===== src/rtl/ysyx_24100006_axi_pkg.sv =====
// Shared definitions for the AXI N:1 crossbar arbiter: FSM encoding, arbitration
// mode constants and an index-width helper.
package ysyx_24100006_axi_pkg;

    typedef enum logic {
        ARB_IDLE = 1'b0,
        ARB_BUSY = 1'b1
    } arb_state_e;

    localparam int ARB_MODE_RR    = 0;
    localparam int ARB_MODE_FIXED = 1;

    // A single master still needs a one-bit index so the grant registers exist.
    function automatic int idx_width(input int n);
        return (n > 1) ? $clog2(n) : 1;
    endfunction

endpackage


===== src/rtl/ysyx_24100006_rr_picker.sv =====
// Combinational grant selection: round-robin starting after last_grant, or
// fixed priority where the lowest asserted index wins.
module ysyx_24100006_rr_picker
    import ysyx_24100006_axi_pkg::*;
#(
    parameter int N     = 2,
    parameter int IDX_W = idx_width(N)
) (
    input  logic [N-1:0]     req,
    input  logic [IDX_W-1:0] last_grant,
    input  logic             fixed_mode,
    output logic [N-1:0]     grant,
    output logic [IDX_W-1:0] grant_idx
);

    int               cand;
    logic [IDX_W-1:0] cand_idx;
    logic             found;

    always_comb begin
        grant     = '0;
        grant_idx = '0;
        found     = 1'b0;
        cand      = 0;
        cand_idx  = '0;
        for (int k = 0; k < N; k++) begin
            if (fixed_mode) begin
                cand = k;
            end else begin
                // (last_grant + 1 + k) mod N without a divider
                cand = int'(last_grant) + 1 + k;
                if (cand >= N) cand = cand - N;
                if (cand >= N) cand = cand - N;
            end
            cand_idx = IDX_W'(cand);
            if (!found && req[cand_idx]) begin
                found           = 1'b1;
                grant[cand_idx] = 1'b1;
                grant_idx       = cand_idx;
            end
        end
    end

endmodule


===== src/rtl/ysyx_24100006_axi_nxbar_arbiter.sv =====
// N-master to 1-slave AXI arbiter with independent read and write grants; the
// granted master is forwarded combinationally, others see an idle channel.
module ysyx_24100006_axi_nxbar_arbiter
    import ysyx_24100006_axi_pkg::*;
#(
    parameter int N_MST    = 2,
    parameter int ADDR_W   = 32,
    parameter int DATA_W   = 32,
    parameter int ARB_MODE = 0
) (
    input  logic                       clk,
    input  logic                       reset,
    input  logic [N_MST-1:0]           m_arvalid,
    output logic [N_MST-1:0]           m_arready,
    input  logic [N_MST*ADDR_W-1:0]    m_araddr,
    input  logic [N_MST*8-1:0]         m_arlen,
    input  logic [N_MST*3-1:0]         m_arsize,
    output logic [N_MST-1:0]           m_rvalid,
    input  logic [N_MST-1:0]           m_rready,
    output logic [N_MST*DATA_W-1:0]    m_rdata,
    output logic [N_MST*2-1:0]         m_rresp,
    output logic [N_MST-1:0]           m_rlast,
    input  logic [N_MST-1:0]           m_awvalid,
    output logic [N_MST-1:0]           m_awready,
    input  logic [N_MST*ADDR_W-1:0]    m_awaddr,
    input  logic [N_MST*8-1:0]         m_awlen,
    input  logic [N_MST*3-1:0]         m_awsize,
    input  logic [N_MST-1:0]           m_wvalid,
    output logic [N_MST-1:0]           m_wready,
    input  logic [N_MST*DATA_W-1:0]    m_wdata,
    input  logic [N_MST*DATA_W/8-1:0]  m_wstrb,
    input  logic [N_MST-1:0]           m_wlast,
    output logic [N_MST-1:0]           m_bvalid,
    input  logic [N_MST-1:0]           m_bready,
    output logic [N_MST*2-1:0]         m_bresp,
    output logic                       s_arvalid,
    input  logic                       s_arready,
    output logic [ADDR_W-1:0]          s_araddr,
    output logic [7:0]                 s_arlen,
    output logic [2:0]                 s_arsize,
    input  logic                       s_rvalid,
    output logic                       s_rready,
    input  logic [DATA_W-1:0]          s_rdata,
    input  logic [1:0]                 s_rresp,
    input  logic                       s_rlast,
    output logic                       s_awvalid,
    input  logic                       s_awready,
    output logic [ADDR_W-1:0]          s_awaddr,
    output logic [7:0]                 s_awlen,
    output logic [2:0]                 s_awsize,
    output logic                       s_wvalid,
    input  logic                       s_wready,
    output logic [DATA_W-1:0]          s_wdata,
    output logic [DATA_W/8-1:0]        s_wstrb,
    output logic                       s_wlast,
    input  logic                       s_bvalid,
    output logic                       s_bready,
    input  logic [1:0]                 s_bresp
);

    localparam int IDX_W  = idx_width(N_MST);
    localparam int STRB_W = DATA_W / 8;

    arb_state_e       rstate_reg, rstate_next, wstate_reg, wstate_next;
    logic [IDX_W-1:0] rgnt_reg, rgnt_next, wgnt_reg, wgnt_next;
    logic [IDX_W-1:0] r_last_grant_reg, r_last_grant_next;
    logic [IDX_W-1:0] w_last_grant_reg, w_last_grant_next;
    logic [N_MST-1:0] r_pick_oh, w_pick_oh;
    logic [IDX_W-1:0] r_pick_idx, w_pick_idx;
    logic [N_MST-1:0] rsel, wsel;
    logic [DATA_W-1:0] hold_reg [N_MST];

    ysyx_24100006_rr_picker #(.N(N_MST), .IDX_W(IDX_W)) u_rpick (
        .req        (m_arvalid),
        .last_grant (r_last_grant_reg),
        .fixed_mode (ARB_MODE == ARB_MODE_FIXED),
        .grant      (r_pick_oh),
        .grant_idx  (r_pick_idx)
    );

    ysyx_24100006_rr_picker #(.N(N_MST), .IDX_W(IDX_W)) u_wpick (
        .req        (m_awvalid),
        .last_grant (w_last_grant_reg),
        .fixed_mode (ARB_MODE == ARB_MODE_FIXED),
        .grant      (w_pick_oh),
        .grant_idx  (w_pick_idx)
    );

    always_ff @(posedge clk) begin
        if (reset) begin
            rstate_reg       <= ARB_IDLE;
            wstate_reg       <= ARB_IDLE;
            rgnt_reg         <= '0;
            wgnt_reg         <= '0;
            r_last_grant_reg <= IDX_W'(N_MST - 1);
            w_last_grant_reg <= IDX_W'(N_MST - 1);
        end else begin
            rstate_reg       <= rstate_next;
            wstate_reg       <= wstate_next;
            rgnt_reg         <= rgnt_next;
            wgnt_reg         <= wgnt_next;
            r_last_grant_reg <= r_last_grant_next;
            w_last_grant_reg <= w_last_grant_next;
        end
    end

    always_comb begin
        rstate_next       = rstate_reg;
        rgnt_next         = rgnt_reg;
        r_last_grant_next = r_last_grant_reg;
        wstate_next       = wstate_reg;
        wgnt_next         = wgnt_reg;
        w_last_grant_next = w_last_grant_reg;
        case (rstate_reg)
            ARB_IDLE: if (|r_pick_oh) begin
                rstate_next = ARB_BUSY;
                rgnt_next   = r_pick_idx;
            end
            ARB_BUSY: if (s_rvalid && s_rready && s_rlast) begin
                rstate_next       = ARB_IDLE;
                r_last_grant_next = rgnt_reg;
            end
            default: rstate_next = ARB_IDLE;
        endcase
        case (wstate_reg)
            ARB_IDLE: if (|w_pick_oh) begin
                wstate_next = ARB_BUSY;
                wgnt_next   = w_pick_idx;
            end
            ARB_BUSY: if (s_bvalid && s_bready) begin
                wstate_next       = ARB_IDLE;
                w_last_grant_next = wgnt_reg;
            end
            default: wstate_next = ARB_IDLE;
        endcase
    end

    // Gating the selects with reset silences every channel while reset is high.
    generate
        for (genvar gi = 0; gi < N_MST; gi++) begin : g_mst
            assign rsel[gi] = !reset && (rstate_reg == ARB_BUSY) && (rgnt_reg == IDX_W'(gi));
            assign wsel[gi] = !reset && (wstate_reg == ARB_BUSY) && (wgnt_reg == IDX_W'(gi));

            assign m_arready[gi]      = rsel[gi] & s_arready;
            assign m_rvalid[gi]       = rsel[gi] & s_rvalid;
            assign m_rlast[gi]        = rsel[gi] & s_rlast;
            assign m_rresp[gi*2 +: 2] = rsel[gi] ? s_rresp : 2'b00;
            assign m_rdata[gi*DATA_W +: DATA_W] = (rsel[gi] && s_rvalid) ? s_rdata : hold_reg[gi];

            assign m_awready[gi]      = wsel[gi] & s_awready;
            assign m_wready[gi]       = wsel[gi] & s_wready;
            assign m_bvalid[gi]       = wsel[gi] & s_bvalid;
            assign m_bresp[gi*2 +: 2] = wsel[gi] ? s_bresp : 2'b00;

            always_ff @(posedge clk) begin
                if (reset) begin
                    hold_reg[gi] <= '0;
                end else if (rsel[gi] && s_rvalid) begin
                    hold_reg[gi] <= s_rdata;
                end
            end
        end
    endgenerate

    always_comb begin
        s_arvalid = 1'b0;
        s_araddr  = '0;
        s_arlen   = '0;
        s_arsize  = '0;
        s_rready  = 1'b0;
        s_awvalid = 1'b0;
        s_awaddr  = '0;
        s_awlen   = '0;
        s_awsize  = '0;
        s_wvalid  = 1'b0;
        s_wdata   = '0;
        s_wstrb   = '0;
        s_wlast   = 1'b0;
        s_bready  = 1'b0;
        for (int i = 0; i < N_MST; i++) begin
            if (rsel[i]) begin
                s_arvalid = m_arvalid[i];
                s_araddr  = m_araddr[i*ADDR_W +: ADDR_W];
                s_arlen   = m_arlen[i*8 +: 8];
                s_arsize  = m_arsize[i*3 +: 3];
                s_rready  = m_rready[i];
            end
            if (wsel[i]) begin
                s_awvalid = m_awvalid[i];
                s_awaddr  = m_awaddr[i*ADDR_W +: ADDR_W];
                s_awlen   = m_awlen[i*8 +: 8];
                s_awsize  = m_awsize[i*3 +: 3];
                s_wvalid  = m_wvalid[i];
                s_wdata   = m_wdata[i*DATA_W +: DATA_W];
                s_wstrb   = m_wstrb[i*STRB_W +: STRB_W];
                s_wlast   = m_wlast[i];
                s_bready  = m_bready[i];
            end
        end
    end

endmodule


===== config.mk =====
export PLATFORM = sky130hd
export DESIGN_NAME = ysyx_24100006_axi_nxbar_arbiter
export DESIGN_NICKNAME = d
export VERILOG_FILES = /design/src/rtl/ysyx_24100006_axi_pkg.sv /design/src/rtl/ysyx_24100006_rr_picker.sv /design/src/rtl/ysyx_24100006_axi_nxbar_arbiter.sv
export SDC_FILE = /design/constraint.sdc
export NUM_CORES = 1
export LEC_CHECK = 0
export ABC_AREA = 1
export CAP_MARGIN = 5
export CORE_AREA = 2 2 200 202
export CTS_CLUSTER_DIAMETER = 30
export DETAILED_ROUTE_END_ITERATION = 7
export DIE_AREA = 0 0 202 204
export HOLD_SLACK_MARGIN = 0.15
export PLACE_DENSITY_LB_ADDON = 0.2
export SLEW_MARGIN = 5
export SYNTH_ARGS = -nofsm -noshare
export SYNTH_HDL_FRONTEND = slang
export SYNTH_SLANG_ARGS = --single-unit

===== constraint.sdc =====
create_clock -name clk -period 3.3 [get_ports clk]
set_input_delay 0.33 -clock clk [delete_from_list [all_inputs] [get_ports clk]]
set_output_delay 0.33 -clock clk [all_outputs]
set_load 0.01 [all_outputs]

==> flow_metrics.tcl, run 1 <==
set metrics [dict create \
    clockBufferDepth 2 \
    slew_violations 0 \
    drtIter0Drc 260 \
    route.detailed.drc 0 \
    ctsRootBufferMaster "clkbuf_16" \
    status "completed" \
    cellLeakagePower_nw 4.84 \
    synth_seq_cells 70 \
    wirelength_um 26800 \
    cts-htree-levels 3 \
    cts_tree "yes" \
    path_clk_slew_ps 60 \
    muxShareOfSynthArea_pct 0 \
    fin_skew_ps 6.50 \
    synthXorXnorAreaFrac_pct 0 \
    required_ps 2970 \
    setup_viol 0 \
    min_path_cells 2 \
    final_cells 1728 \
    syn-cell-area_mm2 0.00509 \
    maxCapViolations 0 \
    dieWidth_um 202 \
    path_class "in2out" \
    period_share_pct 91.4 \
    antenna_found_initial 0 \
    hold_class "reg2reg" \
    ys_types 23 \
    syn_nets 1009 \
    dr_total_vias 6400 \
    post_cts_resized 0 \
    met1_length_um 11000 \
    dieArea_mm2 0.0412 \
    dp_hpwl_um 22000 \
    reg2reg_slack_ps 1250 \
    tns_ps 0 \
    final_net_count 1498 \
    min_period_ps 3020 \
    antennaDiodeCount 0 \
    path_max_fanout 50 \
    synth-adder-area-share_pct 0 \
    wl_met2_um 13600 \
    port_buffers 511 \
    vias_per_cell 3.70 \
    endpoint_kind "primary output" \
    post_synth_and_or_nand_nor_area_fraction_pct 14.0 \
    max_slew_margin_pct 58.2 \
    largest_reg_flops 64 \
    yosysSeqAreaShare_pct 40.1 \
    r2r_cells 8 \
    cts_buffers 9 \
    num_rows 73 \
    wire_per_inst_um 15.5 \
    min_to "r_last_grant_reg" \
    grt_pass1_wl_um 38000 \
    rsz0062_at_grt "false" \
    hold_start "r_last_grant_reg" \
    ant_nets 0 \
    top_layer_used "met4" \
    overflow 0 \
    final_common_cell "clkdlybuf4s50_1" \
    grt_usage_pct 12.0 \
    drive_above_1_share_pct 3.57 \
    worst-slew-pin-transition_ps 627 \
    layout_common_cells "clkdlybuf4s50_1, inv_1, o22ai_1, nor2_1, nand2_1" \
    synth_top_family_by_area "compound AO/OA/AOI/OAI gates" \
    syn2layout_area_growth_pct 119 \
    postCtsSetupBuffers 0 \
    pin_count 512 \
    powerDensity_mw_per_mm2 281 \
    place.gp.congestion 0.770 \
    r2r-start "rstate_reg" \
    cts_hold_buffers 0 \
    first_global_vias 6252 \
    avgSynthCellArea_um2 7.17 \
    clk_latency_ps 330 \
    dp.cells 1712 \
    cts_sinks 70 \
    max_freq_mhz 331 \
    grt_start_max_net_pins 59 \
    dr.pass1.iters 4 \
    wl_met3_um 1910 \
    synth-compound-area-share_pct 24.8 \
    worstReg2RegEnd "hold_reg[0][19]" \
    yosys_warnings 0 \
    cp.arrival_ps 2690 \
    syn_inst 709 \
    design.core.area_mm2 0.0392 \
    critPathLaunchType "input port" \
    vdd_drop_max_uv 224 \
    initial_core_util_pct 13.0 \
    die_h_um 204 \
    hold_viol 0 \
]
[power breakdown]
group          switching, mW  internal, mW  total [mW]
Clock                  0.414         0.672        1.09
Sequential            0.0165          1.01        1.03
Combinational          0.396         0.622        1.02
[cell usage after synthesis, drive strengths merged]
library cell	n	area (µm²)
inv	215	810
nor2	84	323
o22ai	83	519
nand2	81	324
o21ai	66	330
edfxtp	64	1920
a22o	43	377
buf	29	183
clkbuf	19	73.8
nand3	8	40.0
dfxtp	6	120
a21oi	4	20.0
nand4	4	25.0
o31ai	2	15.0
clkinv	1	5.00
[critical path: stages]
cell and delay (ps):
clkdlybuf4s50_1 510, inv_1 230, nand3_4 280, buf_12 280, o22ai_1 400, clkdlybuf4s50_1 630
[worst max path at each step]
stage | cells after the start | startpoint | endpoint | slack (ps)
CTS | 6 | reset | s_wdata[14] | 190
global placement | 6 | reset | s_wdata[14] | 180
floorplan | 8 | rstate_reg | hold_reg[1][0] | 1160
detailed placement | 6 | reset | s_wdata[14] | 200
global route | 6 | reset | s_wdata[14] | 130
finish | 6 | reset | s_wdata[14] | 280
[metal layers]
metal  vias up  global-route usage (%)
met5         -                       0
met4         0                    2.02
met3        10                    3.67
met2       248                    21.5
met1      2878                    14.3
li1       3264                       -
[per-stage QoR]
step	power (mW)	worst slack (ps)	hold slack (ps)	area (µm²)	util, %
floorplan	1.35	1160	399	5090	-
finish	3.13	283	463	11100	28.4
detailed placement	2.08	196	448	10800	27.6
global route	3.29	133	483	11100	28.4
global placement	2.08	178	445	10800	27.6
CTS	3.20	192	463	11100	28.4
[kinds of logic (layout without fill, tap and decap cells)]
| kind of cell | count (synthesis) | in the layout |
|---|---|---|
| AND/OR/NAND/NOR | 177 | 177 |
| AO/OA/AOI/OAI | 198 | 198 |
| flip-flops | 70 | 70 |
| buffers and inverters | 264 | 758 |
[cell type report]
cell class                 count  area, µm²
tap                          525        657
timing repair buffer         526       5290
inverter                     216        815
fill                        4222      28000
sequential                    70       2040
clock buffer                   9        225
multi-input combinational    375       2000
clock inverter                 7        104
Power figures use the tool's default switching activity.
==> run 2: changes to the inputs <==
Settings changed: ABC_AREA 1 to not set, CORE_AREA 2 2 200 202 to 2 2 201 203, DIE_AREA 0 0 202 204 to 0 0 203 205, PLACE_DENSITY_LB_ADDON 0.2 to 0.25.
==> run 2 against run 1 <==
Effect of this change:
- via count is 12% lower
- worst hold slack improved by 20 ps
- synthesized cell count is 40% lower
- die area grew 0.99%
- critical endpoint is now s_wstrb[2]
- largest cell class unchanged
==> flow_metrics.tcl, run 2 <==
set metrics [dict create \
    rsz0062_at_grt "false" \
    wirelength_um 33700 \
    overflow 0 \
    cts-htree-levels 3 \
    synthTopCellsByArea "edfxtp_1, a22o_1, mux2_2, and2_1, buf_2" \
    ctsRootBufferMaster "clkbuf_16" \
    fillers 4124 \
    drive_above_1_share_pct 13.0 \
    dieWidth_um 203 \
    period_share_pct 89.1 \
    port_buffers 511 \
    dpl_cell_area_mm2 0.0108 \
    wire_per_inst_um 23.3 \
    syn_inst 426 \
    initial_core_util_pct 12.3 \
    antennaDiodeCount 0 \
    path_class "in2out" \
    slew_violations 0 \
    die_h_um 205 \
    pin_count 512 \
    endpoint_kind "primary output" \
    num_rows 73 \
    dr_total_vias 5619 \
    yosysTopAreaCellShare_pct 39.6 \
    worst-slew-pin-transition_ps 524 \
    synth_common_cells "a22o_1, and2_1, edfxtp_1, mux2_2, buf_2" \
    first_global_vias 5653 \
    path_clk_slew_ps 60 \
    dp_hpwl_um 27400 \
    async_flop_share_pct 0 \
    fin_area_mm2 0.0111 \
    ant_nets 0 \
    clk_latency_ps 340 \
    yosysMostFrequentCell "a22o_1" \
    synth_seq_cells 70 \
    grt_start_max_net_pins 67 \
    postCtsSetupBuffers 0 \
    ys.flop_type "edfxtp_1" \
    grt_pass1_wl_um 44100 \
    required_ps 2970 \
    syn-cell-area_mm2 0.00486 \
    cts_sinks 70 \
    grt_usage_pct 15.0 \
    design.core.area_mm2 0.0394 \
    cellLeakagePower_nw 4.03 \
    maxCapViolations 0 \
    layout_common_cells "clkdlybuf4s50_1, a22o_1, and2_1, edfxtp_1, mux2_2" \
    vias_per_cell 3.88 \
    drtIter0Drc 308 \
    critPathLaunchType "input port" \
    final_common_cell "clkdlybuf4s50_1" \
    yosys_warnings 0 \
    route.detailed.drc 0 \
    clockBufferDepth 2 \
    synth-edff-count 64 \
    cts_buffers 9 \
    cts_tree "yes" \
    cp.arrival_ps 2610 \
    seq_area_mm2 0.00204 \
    status "completed" \
    ys_types 32 \
    antenna_found_initial 4 \
    hold_viol 0 \
    tns_ps 0 \
    syn2layout_area_growth_pct 129 \
    hold_class "reg2reg" \
    max_slew_margin_pct 65.0 \
    path_max_fanout 51 \
    largest_reg_flops 64 \
    place.gp.congestion 0.814 \
    avgSynthCellArea_um2 11.4 \
    dieArea_mm2 0.0416 \
    powerDensity_mw_per_mm2 297 \
    cts_hold_buffers 0 \
    dr.pass1.iters 4 \
    vdd_drop_max_uv 170 \
    final_net_count 1218 \
    post_cts_resized 0 \
    synth_top_area_cell "edfxtp_1" \
    min_period_ps 2940 \
    multi_input_area_mm2 0.00258 \
    setup_viol 0 \
    yosysSeqAreaShare_pct 42.1 \
    max_freq_mhz 340 \
    fin_skew_ps 7.84 \
    syn_nets 726 \
]
==> run 2: area by class of cell <==
type	instances	share of cell area, %
repair buffers	526	49.1
multi-input cells	304	23.2
flip-flops and latches	70	18.4
well taps	525	5.90
clock buffers	9	2.02
clock inverters	7	1.15
inverters	7	0.236
==> run 2: report_power, final <==
part / internal [mW] / leakage (nW) / switching [mW] / total, mW
sequential: 1.01 / 0.714 / 0.0165 / 1.03
combinational: 0.685 / 3.14 / 0.412 / 1.10
clock: 0.751 / 0.173 / 0.431 / 1.18
==> run 2: path summary, 6_finish.rpt <==
check	end	cells after the start	slack [ps]	from
max	s_wstrb[2]	7	360	reset
min	r_last_grant_reg	2	480	r_last_grant_reg
max reg2reg	hold_reg[0][8]	5	1160	rstate_reg
min reg2reg	r_last_grant_reg	2	480	r_last_grant_reg
==> run 2: logic make-up (layout without fill, tap and decap cells) <==
| logic type | count (synthesis) | count (layout) | synth area share (%) |
|---|---|---|---|
| AO/OA/AOI/OAI | 139 | 139 | 24.4 |
| AND/OR/NAND/NOR | 100 | 100 | 13.2 |
| flip-flops | 70 | 70 | 42.1 |
| multiplexers | 65 | 65 | 15.1 |
| buffers and inverters | 52 | 549 | 5.28 |
==> run 2: metrics by stage <==
stage               std cells  setup slack (ps)  hold WS (ps)  power, mW  utilization [%]
floorplan                 426              1400           451       1.34                -
global placement         1432               379           475       2.16             27.4
detailed placement       1432               352           477       2.15             27.4
CTS                      1448               330           487       3.37             28.3
global route             1448               243           521       3.45             28.3
finish                   1448               361           484       3.31             28.3
==> run 2: worst max-delay path, stage by stage <==
cell,delay (ps)
clkdlybuf4s50_1,410
buf_4,200
nand2b_1,290
nor2_4,210
buf_12,250
a22o_1,270
clkdlybuf4s50_1,590
==> run 2: layer usage <==
metal / GRT usage, % / up-vias / wire (µm)
met5: 0 / - / 55
met1: 17.9 / 2631 / 13100
met3: 6.75 / 34 / 3920
met4: 4.77 / 8 / 923
met2: 24.2 / 304 / 15800
li1: - / 2642 / -
